File: src/rtl/ram_arb_pkg.sv
// Shared types and constants for the two-port RAM access controller.
package ram_arb_pkg;

  localparam int ADDR_W_DEF = 5;
  localparam int DATA_W_DEF = 8;

  localparam int PORT0 = 0;
  localparam int PORT1 = 1;

  typedef enum logic {
    CLEAR = 1'b0,
    RUN   = 1'b1
  } arb_state_e;

endpackage

File: src/rtl/rr_arbiter2.sv
// Two-input round-robin grant logic; the port not granted last wins a tie.
module rr_arbiter2
  import ram_arb_pkg::*;
(
  input  logic       clock,
  input  logic       resetn,
  input  logic [1:0] req,
  input  logic       advance,
  output logic [1:0] gnt
);

  logic last_grant;

  always_comb begin
    gnt = 2'b00;
    if (advance) begin
      unique case (req)
        2'b01:   gnt = 2'b01;
        2'b10:   gnt = 2'b10;
        2'b11:   gnt = last_grant ? 2'b01 : 2'b10;
        default: gnt = 2'b00;
      endcase
    end
  end

  // Reset value 1 lets port 0 win the first tie.
  always_ff @(posedge clock or negedge resetn) begin
    if (!resetn) begin
      last_grant <= 1'b1;
    end else if (advance && (req != 2'b00)) begin
      last_grant <= gnt[PORT1];
    end
  end

endmodule

File: src/rtl/ram_arbiter.sv
// Shares one single-port synchronous RAM between two requesters and
// optionally clears the RAM after reset.
module ram_arbiter
  import ram_arb_pkg::*;
#(
  parameter int              ADDR_W         = ADDR_W_DEF,
  parameter int              DATA_W         = DATA_W_DEF,
  parameter logic [DATA_W-1:0] INIT_VALUE   = '0,
  parameter bit              CLEAR_ON_RESET = 1'b1
) (
  input  logic              clock,
  input  logic              resetn,
  input  logic              req0,
  input  logic              we0,
  input  logic [ADDR_W-1:0] addr0,
  input  logic [DATA_W-1:0] wdata0,
  output logic              gnt0,
  output logic              rvalid0,
  output logic [DATA_W-1:0] rdata0,
  input  logic              req1,
  input  logic              we1,
  input  logic [ADDR_W-1:0] addr1,
  input  logic [DATA_W-1:0] wdata1,
  output logic              gnt1,
  output logic              rvalid1,
  output logic [DATA_W-1:0] rdata1,
  output logic [ADDR_W-1:0] ram_address,
  output logic [DATA_W-1:0] ram_data,
  output logic              ram_wren,
  input  logic [DATA_W-1:0] ram_q,
  output logic              busy,
  output arb_state_e        state
);

  // Handshake: a requester raises reqN with weN/addrN/wdataN and holds them
  // until gntN; a cycle with gntN high is the transfer, and the requester may
  // change or drop its request in the next cycle. Reads answer one cycle later
  // with rvalidN, and rdataN is meaningful only while rvalidN is high.

  localparam arb_state_e RESET_STATE = CLEAR_ON_RESET ? CLEAR : RUN;

  arb_state_e        state_q;
  logic [ADDR_W-1:0] clr_cnt;
  logic [ADDR_W-1:0] hold_addr;
  logic [DATA_W-1:0] hold_data;
  logic [ADDR_W-1:0] nxt_addr;
  logic [DATA_W-1:0] nxt_data;
  logic              nxt_wren;
  logic [1:0]        arb_gnt;
  logic              rvalid0_q;
  logic              rvalid1_q;

  rr_arbiter2 u_rr (
    .clock   (clock),
    .resetn  (resetn),
    .req     ({req1, req0}),
    .advance (state_q == RUN),
    .gnt     (arb_gnt)
  );

  always_comb begin
    nxt_addr = hold_addr;
    nxt_data = hold_data;
    nxt_wren = 1'b0;
    if (state_q == CLEAR) begin
      nxt_addr = clr_cnt;
      nxt_data = INIT_VALUE;
      nxt_wren = 1'b1;
    end else if (arb_gnt[PORT0]) begin
      nxt_addr = addr0;
      nxt_data = wdata0;
      nxt_wren = we0;
    end else if (arb_gnt[PORT1]) begin
      nxt_addr = addr1;
      nxt_data = wdata1;
      nxt_wren = we1;
    end
  end

  // The RAM-side outputs are combinational so a grant reaches the RAM in the
  // same cycle; gating with resetn forces them quiet while reset is held.
  always_comb begin
    gnt0        = resetn & arb_gnt[PORT0];
    gnt1        = resetn & arb_gnt[PORT1];
    ram_wren    = resetn & nxt_wren;
    ram_address = resetn ? nxt_addr : '0;
    ram_data    = resetn ? nxt_data : '0;
    busy        = (state_q == CLEAR);
    state       = state_q;
    rvalid0     = rvalid0_q;
    rvalid1     = rvalid1_q;
    rdata0      = ram_q;
    rdata1      = ram_q;
  end

  always_ff @(posedge clock or negedge resetn) begin
    if (!resetn) begin
      state_q   <= RESET_STATE;
      clr_cnt   <= '0;
      hold_addr <= '0;
      hold_data <= '0;
      rvalid0_q <= 1'b0;
      rvalid1_q <= 1'b0;
    end else begin
      hold_addr <= nxt_addr;
      hold_data <= nxt_data;
      rvalid0_q <= arb_gnt[PORT0] & ~we0;
      rvalid1_q <= arb_gnt[PORT1] & ~we1;
      if (state_q == CLEAR) begin
        clr_cnt <= clr_cnt + 1'b1;
        if (clr_cnt == {ADDR_W{1'b1}}) begin
          state_q <= RUN;
        end
      end
    end
  end

endmodule

File: config.mk
export PLATFORM = sky130hd
export DESIGN_NAME = ram_arbiter
export DESIGN_NICKNAME = d
export VERILOG_FILES = /design/src/rtl/ram_arb_pkg.sv /design/src/rtl/rr_arbiter2.sv /design/src/rtl/ram_arbiter.sv
export SDC_FILE = /design/constraint.sdc
export NUM_CORES = 1
export LEC_CHECK = 0
export CAP_MARGIN = 10
export CELL_PAD_IN_SITES_DETAIL_PLACEMENT = 1
export CELL_PAD_IN_SITES_GLOBAL_PLACEMENT = 2
export CORE_UTILIZATION = 26
export DETAILED_ROUTE_END_ITERATION = 7
export GPL_TIMING_DRIVEN = 1
export PLACE_DENSITY_LB_ADDON = 0.1
export SYNTH_ARGS = -nofsm -noshare
export SYNTH_HDL_FRONTEND = slang
export SYNTH_HIERARCHICAL = 1
export SYNTH_SLANG_ARGS = --single-unit
File: constraint.sdc
create_clock -name clock -period 3.05 [get_ports clock]
set_input_delay 0.4575 -clock clock [delete_from_list [all_inputs] [get_ports clock]]
set_output_delay 0.4575 -clock clock [all_outputs]
set_load 0.01 [all_outputs]
==> impl_metrics.env <==
export IMPL_end_kind="primary output"
export IMPL_worst_pin_slew_ns=0.392
export IMPL_die_h_um=79.5
export IMPL_tritoncts="yes"
export IMPL_cts_hold_buffers_added=0
export IMPL_port_buffers=51
export IMPL_start_util_pct=27.7
export IMPL_fp_dieW_um=79.5
export IMPL_gp_congestion=0.772
export IMPL_worstSetupPathType="in -> out"
export IMPL_syn_mean_instance_area_sq_um=10.9
export IMPL_regArea_sq_um=552
export IMPL_synthAdderAreaFrac_pct=1.60
export IMPL_outcome="finished, final reports clean"
export IMPL_p_leak_nw=0.902
export IMPL_finalNetCount=221
export IMPL_ys_seq_area_share_pct=35.4
export IMPL_max_freq_mhz=333
export IMPL_synth_top_area_share_pct=33.7
export IMPL_power_density_mw_per_mm2=414
export IMPL_antenna_left=0
export IMPL_setup_viol=0
export IMPL_synth_fp_nets=185
export IMPL_hold_violations=0
export IMPL_worst_ep_required_time_ns=2.59
export IMPL_fin_skew_ns=0.00567
export IMPL_ys_dominant_reg_cell="dfrtp_1"
export IMPL_synth_xor_area_share_pct=1.68
export IMPL_synth_compound_area_share_pct=19.1
export IMPL_hp_class="in -> async"
export IMPL_fin_crit_sh_pct=98.5
export IMPL_final_cells=250
export IMPL_cp_max_fo=4
export IMPL_final_cell_area_sq_mm=0.00210
export IMPL_diodes=0
export IMPL_root_buffer="clkbuf_8"
export IMPL_totalWireLength_um=3890
export IMPL_slew_headroom_pct=73.9
export IMPL_syn_inst=143
export IMPL_synth_common_cells="dfrtp_1, buf_4, nand2b_1, buf_2"
export IMPL_slew_viol_final=0
export IMPL_row_count=27
export IMPL_multi_input_area_sq_um=801
export IMPL_grt_overflow_total=0
export IMPL_layout_drive_gt1_share_pct=21.3
export IMPL_yosys_warnings=6
export IMPL_drt_vias_per_instance=4.88
export IMPL_ir_worst_vdd_mv=0.252
export IMPL_drt_iter0_markers=30
export IMPL_synth_seq_cells=22
export IMPL_syn2layout_area_growth_pct=34.4
export IMPL_yosys_cell_count_top_type="dfrtp_1"
export IMPL_clockBufferDepth=2
export IMPL_numCtsBuffers=3
export IMPL_synth_area_leader_cell="dfrtp_1"
export IMPL_clkSinkCount=22
export IMPL_drc_errors=0
export IMPL_dr_pass1_iters=4
export IMPL_clkLatencyLatePin_ns=0.26
export IMPL_io_pins=76
export IMPL_die_area_sq_mm=0.00631
export IMPL_synth_mux_area_share_pct=12.4
export IMPL_grt_usage_pct=12.5
export IMPL_cts_setup_buffers=0
export IMPL_cts_reportedPaths_clkPinSlew_ns=0.08
export IMPL_grt_first_pass_wirelength_um=6200
export IMPL_grt_start_max_net_pins=34
export IMPL_synthArstFlopShare_pct=100
export IMPL_critical_path_arrival_ns=2.55
export IMPL_fin_crit_ns=3.00
export IMPL_dp_hpwl_um=2880
export IMPL_grt_pass1_vias=1286
export IMPL_drv_cap=0
export IMPL_synth_top_family_by_area="compound AO/OA/AOI/OAI gates"
export IMPL_rsz0062_at_grt="true"
export IMPL_synthSimpleGateAreaFrac_pct=16.0
export IMPL_ys_top_cells_by_area="dfrtp_1, buf_4, mux2_4, o2111a_1, o211a_1"
export IMPL_cp_start_kind="primary input"
export IMPL_dp_cells=246
export IMPL_syn_area_sq_mm=0.00156
export IMPL_fillers=624
export IMPL_vias=1220
export IMPL_h_tree_depth=1
export IMPL_antenna_found_initial=0
export IMPL_wire_per_inst_um=15.6
export IMPL_synth_edf_count=0
export IMPL_place_area_sq_mm=0.00202
export IMPL_synth_cell_types=35
export IMPL_coreArea_sq_mm=0.00564
-- per-stage QoR --
stage	hold WS [ns]	setup TNS (ns)	worst slack [ns]	utilization, %	power [mW]
floorplan	0.162	0	1.00	-	0.507
global placement	0.393	0	0.0771	35.9	0.598
detailed placement	0.405	0	0.0489	35.9	0.603
CTS	0.116	0	0.0396	37.1	0.886
global route	0.128	-0.0286	-0.0286	37.2	0.918
finish	0.115	0	0.0457	37.2	0.869
-- worst max-delay path, stage by stage --
cell	delay (ns)
clkdlybuf4s50_1	0.51
nand2_1	0.11
a21oi_2	0.14
buf_4	0.16
mux2_2	0.36
a221o_2	0.33
clkdlybuf4s50_1	0.48
-- layout make-up --
| type | instances | share of cell area, % |
|---|---|---|
| sequential | 22 | 26.3 |
| timing repair buffer | 59 | 27.1 |
| multi-input combinational | 89 | 38.2 |
| clock buffer | 3 | 1.97 |
| tap | 72 | 4.30 |
| inverter | 4 | 0.716 |
| clock inverter | 1 | 1.43 |
-- path summary, 6_finish.rpt --
path / end / start / slack [ns] / cells past startpoint
min reg2reg: clr_cnt[2] / clr_cnt[2] / 0.51 / 1
max: ram_address[0] / req1 / 0.05 / 7
min in group clock: clr_cnt[2] / clr_cnt[2] / 0.51 / 1
min: clr_cnt[2] / resetn / 0.12 / 1
max reg2reg: hold_addr[2] / state / 1.11 / 6
max in group asynchronous: u_rr/last_grant / resetn / 2.39 / 2
-- where the power goes --
group          switching (mW)  internal, mW
combinational           0.104         0.160
sequential            0.00971         0.322
clock                  0.0979         0.175
-- cells in the final DEF (no fill, tap or decap) --
cell type / synthesis / final
ha_1: 2 / 2
a221o_2: 6 / 6
buf_4: 16 / 8
o211ai_1: 2 / 2
o211a_1: 8 / 8
nand4_1: 1 / 1
mux2_2: 7 / 7
and4_1: 4 / 4
mux2_4: 7 / 7
clkbuf_8: 0 / 3
dfrtp_1: 21 / 21
and2_1: 2 / 2
bufinv_16: 0 / 1
nand3_1: 1 / 1
and2b_1: 1 / 1
nor2b_1: 6 / 6
a21oi_2: 1 / 3
xnor2_1: 3 / 3
dlymetal6s2s_1: 0 / 1
nand2_1: 3 / 3
a221o_1: 2 / 2
inv_1: 4 / 4
nand3b_1: 3 / 3
o2111a_1: 8 / 8
mux2i_1: 1 / 1
and3b_1: 1 / 1
nand4b_1: 1 / 1
nand2b_1: 11 / 11
a31oi_1: 1 / 1
buf_2: 9 / 1
or2_2: 1 / 1
and3_1: 2 / 2
dfstp_2: 1 / 1
nor2_1: 2 / 2
clkdlybuf4s50_1: 0 / 49
-- timing repair --
item / in CTS / in global routing
gates resized for setup: 0 / 1
hold endpoints to repair: 0 / 0
endpoints found under the setup margin: 0 / 2
-- routing by layer --
| metal | GRT usage (%) | share of wire, % | vias up |
|---|---|---|---|
| li1 | - | - | 580 |
| met1 | 15.9 | 46 | 598 |
| met2 | 21.3 | 49 | 32 |
| met3 | 2.51 | 4.4 | 10 |
| met4 | 3.09 | 0.98 | 0 |
| met5 | 0 | 0 | - |
-- logic make-up after synthesis --
group / Yosys count
simple gates: 39
fa+ha+maj: 2
buf+inv: 32
flops: 22
mux: 15
xor+xnor: 3
compound gates: 30
-- flip-flops by register name (all words and copies together) (netlist names) --
| register | count |
|---|---|
| state | 1 |
| u_rr/last_grant | 1 |
| hold_addr | 5 |
| clr_cnt | 5 |
| rvalid1 | 1 |
| rvalid0 | 1 |
| hold_data | 8 |
Power figures use the tool's default switching activity.
